## src/rtl/inter_msg_tx.sv

```systemverilog
// inter_msg_tx
//   Transmit stage of the inter-board link. Messages {type, number} pushed by
//   the game controller are queued in a small FIFO and sent to the peer board
//   as two 6-bit beats, each one carried by a 4-phase Request/Ack handshake
//   with a per-beat timeout.
//
//   Beat encoding: beat0 = {1'b1, 2'b00, type}, beat1 = {1'b0, number}.
//   Bit 5 marks the first beat of a message.
//
// Ports
//   clk             system clock
//   rst             asynchronous, active-high reset
//   ctrl_en         1-cycle message push strobe
//   ctrl_msg_type   message type (3 bits)
//   ctrl_number     message payload number (5 bits)
//   Ack_in          peer acknowledge, asynchronous (2-FF synchronised)
//   inter_ready     FIFO not full; a push this cycle is accepted
//   Request_out     handshake request to peer
//   inter_data_out  beat data to peer (6 bits)
//   tx_busy         transmitter active or messages queued
//   tx_done         1-cycle pulse after a message completes normally
//   tx_timeout      1-cycle pulse when a message is aborted
//   overflow        sticky, set by a push while full; cleared only by rst

module inter_msg_tx #(
  parameter int unsigned DEPTH   = 4,
  parameter int unsigned TIMEOUT = 1000000,
  parameter int unsigned TO_W    = 20
) (
  input  logic       clk,
  input  logic       rst,
  input  logic       ctrl_en,
  input  logic [2:0] ctrl_msg_type,
  input  logic [4:0] ctrl_number,
  input  logic       Ack_in,
  output logic       inter_ready,
  output logic       Request_out,
  output logic [5:0] inter_data_out,
  output logic       tx_busy,
  output logic       tx_done,
  output logic       tx_timeout,
  output logic       overflow
);

  localparam int unsigned PTR_W = (DEPTH > 1) ? $clog2(DEPTH) : 1;
  localparam int unsigned CNT_W = PTR_W + 1;
  localparam logic [TO_W-1:0]  TO_LAST  = TO_W'(TIMEOUT - 1);
  localparam logic [CNT_W-1:0] CNT_FULL = CNT_W'(DEPTH);

  typedef enum logic [1:0] {
    IDLE,
    SETUP,
    REQ,
    RELEASE
  } state_t;

  // ---------------------------------------------------------------------------
  // Ack synchroniser
  // ---------------------------------------------------------------------------
  logic ack_m;
  logic ack_s;

  always_ff @(posedge clk or posedge rst) begin
    if (rst) begin
      ack_m <= 1'b0;
      ack_s <= 1'b0;
    end else begin
      ack_m <= Ack_in;
      ack_s <= ack_m;
    end
  end

  // ---------------------------------------------------------------------------
  // Message FIFO
  // ---------------------------------------------------------------------------
  logic [7:0]       mem [DEPTH];
  logic [PTR_W-1:0] wr_ptr;
  logic [PTR_W-1:0] rd_ptr;
  logic [CNT_W-1:0] count;
  logic [CNT_W-1:0] count_n;
  logic             full;
  logic             empty;
  logic             push;
  logic             pop;
  logic [7:0]       head;

  assign full  = (count == CNT_FULL);
  assign empty = (count == '0);
  // A push while full is dropped even when a pop frees a slot this cycle.
  assign push  = ctrl_en && !full;
  assign head  = mem[rd_ptr];

  always_comb begin
    count_n = count;
    if (push && !pop) begin
      count_n = count + CNT_W'(1);
    end else if (!push && pop) begin
      count_n = count - CNT_W'(1);
    end
  end

  always_ff @(posedge clk) begin
    if (push) begin
      mem[wr_ptr] <= {ctrl_msg_type, ctrl_number};
    end
  end

  always_ff @(posedge clk or posedge rst) begin
    if (rst) begin
      wr_ptr      <= '0;
      rd_ptr      <= '0;
      count       <= '0;
      inter_ready <= 1'b1;
      overflow    <= 1'b0;
    end else begin
      if (push) begin
        wr_ptr <= wr_ptr + PTR_W'(1);
      end
      if (pop) begin
        rd_ptr <= rd_ptr + PTR_W'(1);
      end
      count       <= count_n;
      inter_ready <= (count_n != CNT_FULL);
      if (ctrl_en && full) begin
        overflow <= 1'b1;
      end
    end
  end

  // ---------------------------------------------------------------------------
  // Handshake FSM
  // ---------------------------------------------------------------------------
  state_t          state;
  state_t          state_n;
  logic            req_q;
  logic            req_n;
  logic [5:0]      data_q;
  logic [5:0]      data_n;
  logic [4:0]      num_q;
  logic [4:0]      num_n;
  logic            beat_q;
  logic            beat_n;
  logic            abort_q;
  logic            abort_n;
  logic [TO_W-1:0] to_cnt;
  logic [TO_W-1:0] to_cnt_n;
  logic            done_q;
  logic            done_n;
  logic            tmo_q;
  logic            tmo_n;

  always_ff @(posedge clk or posedge rst) begin
    if (rst) begin
      state   <= IDLE;
      req_q   <= 1'b0;
      data_q  <= '0;
      num_q   <= '0;
      beat_q  <= 1'b0;
      abort_q <= 1'b0;
      to_cnt  <= '0;
      done_q  <= 1'b0;
      tmo_q   <= 1'b0;
    end else begin
      state   <= state_n;
      req_q   <= req_n;
      data_q  <= data_n;
      num_q   <= num_n;
      beat_q  <= beat_n;
      abort_q <= abort_n;
      to_cnt  <= to_cnt_n;
      done_q  <= done_n;
      tmo_q   <= tmo_n;
    end
  end

  always_comb begin
    state_n  = state;
    req_n    = req_q;
    data_n   = data_q;
    num_n    = num_q;
    beat_n   = beat_q;
    abort_n  = abort_q;
    to_cnt_n = to_cnt;
    done_n   = 1'b0;
    tmo_n    = 1'b0;
    pop      = 1'b0;

    unique case (state)
      IDLE: begin
        // Never start while the peer still holds Ack from a previous beat.
        if (!empty && !ack_s) begin
          pop     = 1'b1;
          data_n  = {1'b1, 2'b00, head[7:5]};
          num_n   = head[4:0];
          beat_n  = 1'b0;
          abort_n = 1'b0;
          state_n = SETUP;
        end
      end

      SETUP: begin
        // Data was driven one cycle earlier, so it is stable before Request.
        req_n    = 1'b1;
        to_cnt_n = '0;
        state_n  = REQ;
      end

      REQ: begin
        if (ack_s) begin
          req_n    = 1'b0;
          to_cnt_n = '0;
          state_n  = RELEASE;
        end else if (to_cnt == TO_LAST) begin
          req_n    = 1'b0;
          abort_n  = 1'b1;
          to_cnt_n = '0;
          state_n  = RELEASE;
        end else begin
          to_cnt_n = to_cnt + TO_W'(1);
        end
      end

      RELEASE: begin
        if (!ack_s) begin
          if (!beat_q && !abort_q) begin
            data_n  = {1'b0, num_q};
            beat_n  = 1'b1;
            state_n = SETUP;
          end else begin
            data_n  = '0;
            done_n  = !abort_q;
            tmo_n   = abort_q;
            state_n = IDLE;
          end
        end else if (to_cnt == TO_LAST) begin
          data_n  = '0;
          tmo_n   = 1'b1;
          state_n = IDLE;
        end else begin
          to_cnt_n = to_cnt + TO_W'(1);
        end
      end

      default: begin
        state_n = IDLE;
      end
    endcase
  end

  assign Request_out    = req_q;
  assign inter_data_out = data_q;
  assign tx_done        = done_q;
  assign tx_timeout     = tmo_q;
  assign tx_busy        = (state != IDLE) || !empty;

endmodule

```

## config.mk

```make
export PLATFORM = sky130hd
export DESIGN_NAME = inter_msg_tx
export DESIGN_NICKNAME = d
export VERILOG_FILES = /design/src/rtl/inter_msg_tx.sv
export SDC_FILE = /design/constraint.sdc
export NUM_CORES = 1
export LEC_CHECK = 0
export BUFFER_PORTS_ARGS = -buffer_cell sky130_fd_sc_hd__clkbuf_2
export CAP_MARGIN = 15
export CELL_PAD_IN_SITES_DETAIL_PLACEMENT = 0
export CELL_PAD_IN_SITES_GLOBAL_PLACEMENT = 1
export CORE_MARGIN = 5
export CORE_UTILIZATION = 50
export DETAILED_ROUTE_END_ITERATION = 6
export GPL_ROUTABILITY_DRIVEN = 0
export GPL_TIMING_DRIVEN = 1
export PLACE_DENSITY_LB_ADDON = 0.1
export RECOVER_POWER = 100
export REMOVE_ABC_BUFFERS = 1
export SETUP_SLACK_MARGIN = 0.1
export SLEW_MARGIN = 20
export SYNTH_ARGS = -nofsm -noshare
export SYNTH_HDL_FRONTEND = slang
export SYNTH_SLANG_ARGS = --single-unit
```

## constraint.sdc

```tcl
create_clock -name clk -period 3 [get_ports clk]
set_input_delay 0.15 -clock clk [delete_from_list [all_inputs] [get_ports clk]]
set_output_delay 0.15 -clock clk [all_outputs]
set_load 0.05 [all_outputs]
```

==> summary.md, run 1 <==
| Metric | Value |
|---|---|
| Drt pass-1 iters | 4 |
| # port buffers | 23 |
| Number of synthesized register bits | 81 |
| Final count of negative-setup-slack endpoints | 0 |
| Final Util | 57.7% |
| FFs w/ async S/R, synth | 60.5% |
| Rows | 31 |
| Startpoint Class | register |
| Clock Sink Count | 81 |
| Final Cycle Share | 92.2% |
| Fmax | 0.362 GHz |
| Power Total | 3.87 mW |
| Post-Syn Area | 3820 um2 |
| Most frequent cells in the layout | 48 x dfrtp_1, 32 x edfxtp_1, 23 x clkbuf_1 |
| Yosys cell types | 62 |
| Clk slew on worst S/H paths | 0.10 ns |
| Status | finished, violations left |
| Critical path peak fanout | 8 |
| Ys flop type | dfrtp_1 |
| Comb power frac | 37.5% |
| Post-synthesis cell count | 299 |
| Root Buffer | clkbuf_8 |
| Minimum clock period after layout | 2.77 ns |
| Synth Area in Compound Gates | 10.1% |
| Largest family of logic cells by synthesized area | simple AND/OR/NAND/NOR gates |
| Warnings from Yosys | 0 |
| Initial antenna violation count | 0 |
| CTS Buf Count | 9 |
| Post-layout net count | 358 |
| Vias | 2417 |
| DP HPWL | 5050 um |
| Clock power frac | 20.7% |
| Wire per inst | 16.4 um |
| Final Hold Fails | 0 |
| Initial drt markers | 78 |
| Seq/Total Area, Yosys | 57.2% |
| I/O pin total | 24 |
| Clock Skew | 0.0104 ns |
| Sequential power share | 41.7% |
| Initial Util | 51.9% |
| WHS | 0.0379 ns |
| H-tree depth | 3 |
| Synthesized-area fraction occupied by adder cells | 4.19% |
| Tot GR Track Use | 16.4% |
| P_int | 2.31 mW |
| Clock latency on the worst-skew pair | 0.36 ns |
| Routed vias/inst | 5.52 |
| Total wire length | 7190 um |
| Via count of the first global-routing pass | 2408 |
| Count of pins over their slew limit | 50 |
| Post-synth EDFFs | 32 |
| Synth Area in Simple Gates | 14.3% |
| Layout area overhead | 11.2% |
| DIE AREA | 9500 um2 |
| Fillers | 634 |
| Gr ovfl total | 0 |
| CTS Buffer Depth | 2 |
| Most common cell after layout, fill and taps aside | dfrtp_1 |
| Die extent in x | 97.5 um |
| Syn Area/Cell | 12.8 um2 |
| Net Switching | 1.56 mW |
| Worst endpoint data arrival time | 3.01 ns |
| Worst hold path type | input port to register |
| Setup crit end kind | register |
| Setup TNS | 0 ns |
| Pwr dens | 910 nW/um2 |
| Diode count | 0 |
| Sw Share | 40.3% |
| Core Region | 7370 um2 |
| Max_cap viols | 1 |
| VDD IR max | 0.000533 V |
| Worst-Margin Slew | 2.09 ns |
| Failing checks | max-capacitance violations, max-slew violations |
| WS Path Type | register to register |
| Multiplexer share of the synthesized area | 8.77% |
| First-pass GRT wire length | 12400 um |
| Synth Area in XOR/XNOR | 2.29% |
| Post-CTS Setup Bufs | 0 |
| RSZ-0062 raised after global routing | false |
| DRC Markers | 0 |
| CTS tree | yes |
| Slew HR | -40.2% |
| Antenna-violating nets left | 0 |
| Pin count of the biggest net entering global routing | 50 |
| Die height | 97.5 um |
| LEAKAGE | 1.65 nW |
| Worst Path Required | 3.25 ns |
| Layout cells sized above 1 | 13.9% |
Yosys cell counts (all sizes together) (3+ instances only):
cell type	instances	area, um2
dfrtp	48	1200
edfxtp	32	961
nand2	20	75.1
inv	19	71.3
a21oi	14	70.1
nor2	13	65.1
ha	12	150
mux2	11	135
nand3	10	50.1
o21ai	10	50.1
or4	9	75.1
mux4	8	180
xnor2	8	70.1
and2	6	37.5
o31ai	6	45.0
buf	5	32.5
clkbuf	5	18.8
nand4	5	31.3
and3	4	25.0
or3	4	25.0
a21o	3	22.5
a22o	3	26.3
nor2b	3	18.8
o211ai	3	22.5
through the flow:
stage               instances  cell area (um2)  setup WS, ns
floorplan                 289             3770         0.712
global route              438             4250         0.126
global placement          415             4040         0.478
CTS                       437             4310         0.376
finish                    438             4250         0.234
detailed placement        415             4040         0.369
path summary, 6_finish.rpt:
check                                       startpoint                             to  slack (ns)  depth (start not counted)
worst min register to register         ack_m$_DFF_PP0_                ack_s$_DFF_PP0_        0.36                          0
min in group asynchronous                          rst         to_cnt[16]$_DFFE_PP0P_        0.86                          3
worst max-delay path            to_cnt[12]$_DFFE_PP0P_  inter_data_out[2]$_DFFE_PP0P_        0.23                          5
worst max register to register  to_cnt[12]$_DFFE_PP0P_  inter_data_out[2]$_DFFE_PP0P_        0.23                          5
worst min-delay path                           ctrl_en           overflow$_DFFE_PP0P_        0.04                          2
max in group asynchronous                          rst          to_cnt[7]$_DFFE_PP0P_        1.18                          3
cell families after synthesis:
group,Yosys count
xor gates and xnor gates,10
AOI/OAI and AO/OA,55
DFF,81
adders and majority gates,13
buffers and inverters,29
muxes,21
and+or+nand+nor,90
area by class of cell:
class / count / area, um2 / share of cell area [%]
sequential: 81 / 2190 / 51.5
multi-input combinational: 189 / 1480 / 34.8
timing repair buffer: 34 / 179 / 4.21
clock buffer: 9 / 124 / 2.91
tap: 99 / 124 / 2.91
clock inverter: 7 / 83.8 / 1.97
inverter: 19 / 72.6 / 1.71
worst max-delay path, stage by stage (launching register included):
cell,delay [ns]
dfrtp_1,0.48
or4b_1,0.56
or4_1,0.58
nor2_1,0.29
o22ai_1,0.35
mux2_4,0.40
sequential cells by signal, indices dropped and copies added (netlist names):
name / count
Request_out: 1
abort_q: 1
ack_m: 1
ack_s: 1
beat_q: 1
count: 3
inter_data_out: 6
inter_ready: 1
mem: 32
num_q: 5
overflow: 1
rd_ptr: 2
state: 2
to_cnt: 20
tx_done: 1
tx_timeout: 1
wr_ptr: 2
what timing repair did:
| item | in CTS | in global routing |
|---|---|---|
| hold buffers | 6 | 1 |
| endpoints found under the hold margin | 21 | 38 |
| setup endpoints to repair | 0 | 1 |
| gates resized for setup | 0 | 1 |
per-layer routing:
layer  vias up  share of wire, %  GRT usage (%)
li1       1184                 -              -
met1      1194                49           23.8
met2        30                47           24.1
met3         9               3.3           4.02
met4         0               1.3           5.43
met5         -                 0              0
power groups by stage:
stage          clock [mW]  combinational, mW  sequential (mW)
2_1_floorplan           0              0.964             1.76
5_1_grt             0.879               1.61             1.66
4_1_cts             0.828               1.51             1.62
6_report            0.802               1.45             1.61
3_3_place_gp            0               1.47             1.64
3_5_place_dp            0               1.50             1.65
Power figures use the tool's default switching activity.
==> inputs of run 2 (changes only) <==
--- a/config.mk
+++ b/config.mk
@@ -15,7 +15,6 @@
 export GPL_ROUTABILITY_DRIVEN = 0
 export GPL_TIMING_DRIVEN = 1
 export PLACE_DENSITY_LB_ADDON = 0.1
-export RECOVER_POWER = 100
 export REMOVE_ABC_BUFFERS = 1
 export SETUP_SLACK_MARGIN = 0.1
 export SLEW_MARGIN = 20
==> run 2 against run 1 <==
The run now ends clean; via count increased by 0.58%; cell count unchanged; global-route usage unchanged; maximum frequency increased by 7.3%; critical endpoint is now to_cnt[19]$_DFFE_PP0P_.
==> summary.md, run 2 (synthesized netlist as in run 1, its figures left out) <==
| Metric | Value |
|---|---|
| Worst endpoint data arrival time | 2.87 ns (-0.14 ns) |
| Design Area, Final | 4320 um2 (+1.6%) |
| Setup TNS | 0 ns (unchanged) |
| Vias | 2431 (+0.58%) |
| Antenna-violating nets left | 0 (unchanged) |
| Max_cap viols | 0 (-1) |
| CTS tree | yes |
| Routed vias/inst | 5.55 (+0.58%) |
| Via count of the first global-routing pass | 2408 (unchanged) |
| Worst-Margin Slew | 0.829 ns (-1.26 ns) |
| Crit path largest cell delay | 0.60 ns (+0.02 ns) |
| Layout area overhead | 13.0% |
| Tot GR Track Use | 16.4% (unchanged) |
| Pin count of the biggest net entering global routing | 50 (unchanged) |
| Pwr dens | 906 nW/um2 (-0.38%) |
| Clock Skew | 0.0100 ns (-0.000330 ns) |
| CP max-delay cell | a2111oi_2 |
| Critical path peak fanout | 6 (-2) |
| Slew HR | 44.7% (+85 points) |
| I/O pin total | 24 (unchanged) |
| Clock Sink Count | 81 (unchanged) |
| Most common cell after layout, fill and taps aside | dfrtp_1 |
| Initial antenna violation count | 0 (unchanged) |
| CTS Buf Count | 9 (unchanged) |
| Most frequent cells in the layout | 48 x dfrtp_1, 32 x edfxtp_1, 23 x clkbuf_2 |
| First-pass GRT wire length | 12400 um (unchanged) |
| Largest register FFs | 32 (unchanged) |
| # port buffers | 23 (unchanged) |
| Post-layout net count | 358 (unchanged) |
| Status | finished clean |
| H-tree depth | 3 (unchanged) |
| Fillers | 610 (-3.8%) |
| Initial drt markers | 83 (+6.4%) |
| Gr ovfl total | 0 (unchanged) |
| VDD IR max | 0.000540 V (+1.1%) |
| Diode count | 0 (unchanged) |
| DRC Markers | 0 (unchanged) |
| Core Region | 7370 um2 (unchanged) |
| Worst hold path type | input port to register |
| Final Hold Fails | 0 (unchanged) |
| Reg area | 2190 um2 (unchanged) |
| Rows | 31 (unchanged) |
| Total wire length | 7190 um (unchanged) |
| Biggest register | mem |
| Wire per inst | 16.4 um (unchanged) |
| Root Buffer | clkbuf_8 |
| Final Cycle Share | 85.9% (-6.3 points) |
| Startpoint Class | register |
| WS Path Type | register to register |
| Worst Path Required | 3.29 ns (+0.04 ns) |
| RSZ-0062 raised after global routing | false |
| Clk slew on worst S/H paths | 0.10 ns (about the same) |
| Die height | 97.5 um (unchanged) |
| Final count of negative-setup-slack endpoints | 0 (unchanged) |
| Initial Util | 51.9% (unchanged) |
| Setup crit end kind | register |
| DIE AREA | 9500 um2 (unchanged) |
| Count of pins over their slew limit | 0 (-100%) |
| Area of the multi-input gates | 1520 um2 (+2.3%) |
| DP Area | 4040 um2 (unchanged) |
| CTS Buffer Depth | 2 (unchanged) |
| Fmax | 0.388 GHz (+7.3%) |
| Die extent in x | 97.5 um (unchanged) |
| Cells along the critical path | inv_1 -> ha_1 -> nor2b_1 -> nor3b_1 -> a2111oi_2 -> or3b_1 -> a21oi_1 |
| Minimum clock period after layout | 2.58 ns (-0.188 ns) |
| DP HPWL | 5050 um (unchanged) |
| LEAKAGE | 1.76 nW (+6.9%) |
| Layout cells sized above 1 | 21.5% (+7.7 points) |
| Drt pass-1 iters | 4 (unchanged) |
| Clock latency on the worst-skew pair | 0.36 ns (about the same) |
[run 2: changes by cell type in the layout (fill, tap and decap cells not counted), sizes merged]
cell / previous run / this run
buf: 1 / 4
clkinvlp: 1 / 0
clkbuf: 35 / 32
clkinv: 3 / 4
[run 2: per-layer routing]
| metal | track usage, % | up-vias | wire length (um) |
|---|---|---|---|
| met1 | 23.8 | 1207 | 3540 |
| met2 | 24.1 | 33 | 3330 |
| met3 | 4.02 | 9 | 224 |
| li1 | - | 1182 | - |
| met4 | 5.43 | 0 | 91 |
| met5 | 0 | - | 0 |
[run 2: final timing paths]
kind	start	endpoint	slack, ns	cells after the start
worst min register to register	ack_m$_DFF_PP0_	ack_s$_DFF_PP0_	0.36	0
worst max-delay path	state[1]$_DFFE_PP0P_	to_cnt[19]$_DFFE_PP0P_	0.42	7
worst min-delay path	ctrl_msg_type[0]	mem[2][5]$_DFFE_PP_	0.02	1
min in group asynchronous	rst	to_cnt[16]$_DFFE_PP0P_	0.46	3
max in group asynchronous	rst	to_cnt[7]$_DFFE_PP0P_	2.05	3
worst max register to register	state[1]$_DFFE_PP0P_	to_cnt[19]$_DFFE_PP0P_	0.42	7
[run 2: metrics by stage]
stage	setup WS, ns	util [%]	std cells	power, mW	hold slack (ns)
floorplan	0.712	-	289	2.72	0.181
global placement	0.478	54.9	415	3.11	0.264
detailed placement	0.369	54.9	415	3.15	0.264
CTS	0.376	58.5	437	3.96	0.000513
global route	0.124	58.7	438	4.19	0.00550
finish	0.422	58.7	438	3.92	0.0151
[run 2: worst max-delay path: cells and delay by family (launching register included)]
kind	cells	cell delay, ns
compound gates	2	0.74
fa+ha+maj	1	0.34
buf+inv	1	0.08
flops	1	0.42
simple gates	3	0.94
[run 2: what timing repair did]
action / 4_1_cts / 5_1_grt
gates resized for setup: 0 / 1
hold buffers: 6 / 1
setup endpoints to repair: 0 / 1
setup buffers: 0 / 0
hold endpoints to repair: 21 / 38
[run 2: area by class of cell]
cell class                      instances  area share [%]
Clock buffer                            9            2.87
Clock inverter                          7            1.94
Inverter                               19            1.68
Multi-Input combinational cell        189            35.1
Sequential cell                        81            50.6
Tap cell                               99            2.87
Timing Repair Buffer                   34            4.98
[run 2: where the power goes]
part | total, mW | switching [mW] | internal (mW)
clock | 0.803 | 0.467 | 0.336
sequential | 1.61 | 0.192 | 1.42
combinational | 1.50 | 0.915 | 0.586
total | 3.92 | 1.57 | 2.34
==> inputs of run 3 (changes only) <==
--- a/config.mk
+++ b/config.mk
@@ -5,12 +5,13 @@
 export SDC_FILE = /design/constraint.sdc
 export NUM_CORES = 1
 export LEC_CHECK = 0
+export ABC_AREA = 1
 export BUFFER_PORTS_ARGS = -buffer_cell sky130_fd_sc_hd__clkbuf_2
 export CAP_MARGIN = 15
 export CELL_PAD_IN_SITES_DETAIL_PLACEMENT = 0
 export CELL_PAD_IN_SITES_GLOBAL_PLACEMENT = 1
 export CORE_MARGIN = 5
-export CORE_UTILIZATION = 50
+export CORE_UTILIZATION = 46
 export DETAILED_ROUTE_END_ITERATION = 6
 export GPL_ROUTABILITY_DRIVEN = 0
 export GPL_TIMING_DRIVEN = 1
==> run 3 against run 2 <==
Power grew 0.80%; clock skew shrank 0.0020 ns; hold slack lost 0.0058 ns; global-route usage shrank 0.087 points; cell area shrank 1.8%; routed wire length grew 5.1%; critical path depth is the same; maximum frequency grew 26%; sequential share of layout area grew 0.94 points; critical path type unchanged; largest power group is now combinational cells.
==> summary.md, run 3 <==
| Metric | Value |
|---|---|
| Clock Skew | 0.00806 ns (-0.00197 ns) |
| FFs w/ async S/R, synth | 60.5% (unchanged) |
| Setup crit end kind | register |
| WS Path Type | register to register |
| CTS tree | yes |
| Wire per inst | 13.6 um (-17%) |
| Worst-Margin Slew | 0.854 ns (+0.0248 ns) |
| Core Region | 8130 um2 (+10%) |
| Top Usage Layer GRT | met2 |
| DIE AREA | 10200 um2 (+7.6%) |
| Synth area leader | dfrtp_1 |
| Worst hold path type | input port to register |
| Crit path to | inter_data_out[0]$_DFFE_PP0P_ |
| Final Cycle Share | 68.2% (-18 points) |
| Post-cts sizing count | 0 (unchanged) |
| Drt pass-1 iters | 4 (unchanged) |
| Warnings from Yosys | 0 (unchanged) |
| Initial antenna violation count | 0 (unchanged) |
| Antenna-violating nets left | 0 (unchanged) |
| Top post-synthesis cells by count | 91 x nand2_1, 68 x nor2_1, 48 x dfrtp_1, 41 x inv_1 |
| I/O pin total | 24 (unchanged) |
| Yosys cell types | 30 (-52%) |
| Grt met3 use | 3.81% (-0.21 points) |
| Via count of the first global-routing pass | 2766 (+15%) |
| DP Area | 4000 um2 (-1.0%) |
| Slew HR | 43.0% (-1.7 points) |
| Post-synth EDFFs | 32 (unchanged) |
| Worst reg2reg path endpoint | inter_data_out[0]$_DFFE_PP0P_ |
| Final Hold Fails | 0 (unchanged) |
| Rows | 33 (+6.5%) |
| Worst r2r path cells | 7 (unchanged) |
| # hold bufs at CTS | 4 (-2) |
| Worst Min Path Start | ctrl_number[3] |
| First-pass GRT wire length | 13100 um (+5.5%) |
| Layout area overhead | 11.1% |
| CP Launch Point | count[0]$_DFF_PP0_ |
| Die height | 101 um (+3.7%) |
| M1 GR Usage | 21.4% (-2.4 points) |
| RSZ-0062 raised after global routing | false |
| Diode count | 0 (unchanged) |
| Critical path peak fanout | 12 (+6) |
| DRC Markers | 0 (unchanged) |
| Die extent in x | 101 um (+3.7%) |
| Clock latency on the worst-skew pair | 0.36 ns (about the same) |
| Gr ovfl total | 0 (unchanged) |
| LEAKAGE | 1.95 nW (+11%) |
| Post-CTS Setup Bufs | 0 (unchanged) |
| Post-synthesis cell count | 418 (+40%) |
| Layout cells sized above 1 | 10.6% (-11 points) |
| Post-synth top area share | 31.5% (+0.051 points) |
| Worst setup margin | 0.954 ns (+0.531 ns) |
| Design Area, Final | 4240 um2 (-1.8%) |
| R2r setup slk | 0.95 ns (+0.53 ns) |
| M2 GR Usage | 26.4% (+2.3 points) |
| Routed vias/inst | 5.00 (-9.9%) |
| # port buffers | 23 (unchanged) |
| Seq/Total Area, Yosys | 57.3% (+0.094 points) |
| WHS | 0.00931 ns (-0.00581 ns) |
| Vias | 2786 (+15%) |
| Number of synthesized register bits | 81 (unchanged) |
| Placed cell count | 535 (+29%) |
| Count leader, synth | nand2_1 |
| H-tree depth | 3 (unchanged) |
| Minimum clock period after layout | 2.05 ns (-0.531 ns) |
| Most frequent cells in the layout | 91 x nand2_1, 68 x nor2_1, 48 x dfrtp_1 |
| CTS Buf Count | 9 (unchanged) |
| Max_cap viols | 0 (unchanged) |
| Power Total | 3.95 mW (+0.80%) |
| Biggest register | mem |
| Initial drt markers | 130 (+57%) |
| DP HPWL | 5170 um (+2.2%) |
| Worst Path Required | 3.27 ns (-0.02 ns) |
| Worst endpoint data arrival time | 2.31 ns (-0.56 ns) |
| Non-Filler Instances | 557 (+27%) |
| Synth area leaders | dfrtp_1 31%, edfxtp_1 25%, nand2_1 8.9%, nor2_1 6.7%, o21ai_0 4.2% |
| Pin count of the biggest net entering global routing | 50 (unchanged) |
| Final count of negative-setup-slack endpoints | 0 (unchanged) |
| Post-Place Worst Slack | 0.959 ns (+0.590 ns) |
| Ys flop type | dfrtp_1 |
| Initial Util | 46.9% (-5.0 points) |
| Root Buffer | clkbuf_8 |
| Post-Syn Area | 3820 um2 (-0.16%) |
| Fmax | 0.489 GHz (+26%) |
| Post-layout net count | 471 (+32%) |
| Count of pins over their slew limit | 0 (unchanged) |
| Largest register FFs | 32 (unchanged) |
| Most common cell after layout, fill and taps aside | nand2_1 |
| VDD IR max | 0.000473 V (-12%) |
| Worst Hold Path Cells | 1 (unchanged) |
| Clock Sink Count | 81 (unchanged) |
| Status | finished clean |
| Setup TNS | 0 ns (unchanged) |
| Pwr dens | 930 nW/um2 (+2.7%) |
| Total wire length | 7550 um (+5.1%) |
| Clk slew on worst S/H paths | 0.09 ns (about the same) |
| CTS Buffer Depth | 2 (unchanged) |
| Syn Area/Cell | 9.14 um2 (-29%) |
| Startpoint Class | register |
| Final Util | 52.2% (-6.5 points) |
| Worst R2R Start | count[0]$_DFF_PP0_ |
| Tot GR Track Use | 16.3% (-0.087 points) |
==> run 3: changes by cell type after synthesis, sizes merged, moves of 8 or more <==
cell   delta
or4       -9
nand2    +72
mux2     -11
xnor2     -8
mux4      -8
inv      +22
nor2     +56
nand3    +23
o21ai    +23
==> run 3: final cells by class <==
type                            count  area [um2]
Fill cell                         770        3890
Sequential cell                    81        2190
Multi-Input combinational cell    283        1400
Timing Repair Buffer               30         183
Inverter                           42         159
Tap cell                          105         131
Clock buffer                        9         124
Clock inverter                      7        57.6
==> run 3: kinds of logic after synthesis <==
logic type	after synthesis	synth area share, %
XOR/XNOR	5	1.15
buffers and inverters	54	6.00
flip-flops	81	57.3
AND/OR/NAND/NOR	201	22.1
AO/OA/AOI/OAI	65	9.50
adder cells (fa/ha/maj)	12	3.93
==> run 3: power breakdown <==
part	internal (mW)	switching (mW)
Sequential	1.43	0.160
Clock	0.316	0.441
Combinational	0.463	1.14
Total	2.20	1.74
==> run 3: worst min path at each step <==
stage	slack [ns]	to
final	0.009	mem[0][3]$_DFFE_PP_
after global routing	0.002	mem[2][0]$_DFFE_PP_
after CTS	0.001	mem[0][3]$_DFFE_PP_
after detailed placement	0.27	ack_m$_DFF_PP0_
after global placement	0.26	ack_m$_DFF_PP0_
after floorplan	0.18	ack_m$_DFF_PP0_
==> run 3: metal layers <==
| layer | wire (um) | vias to the layer above |
|---|---|---|
| met1 | 3580 | 1299 |
| met3 | 224 | 13 |
| met4 | 122 | 0 |
| li1 | - | 1443 |
| met5 | 0 | - |
| met2 | 3630 | 31 |
==> run 3: critical path, cell delays in order, from the launching register on <==
cell     delay (ns)
dfrtp_1        0.39
inv_1          0.08
ha_1           0.24
a21oi_1        0.19
nand2_1        0.28
o21ai_0        0.22
nand2_1        0.29
o21ai_0        0.26
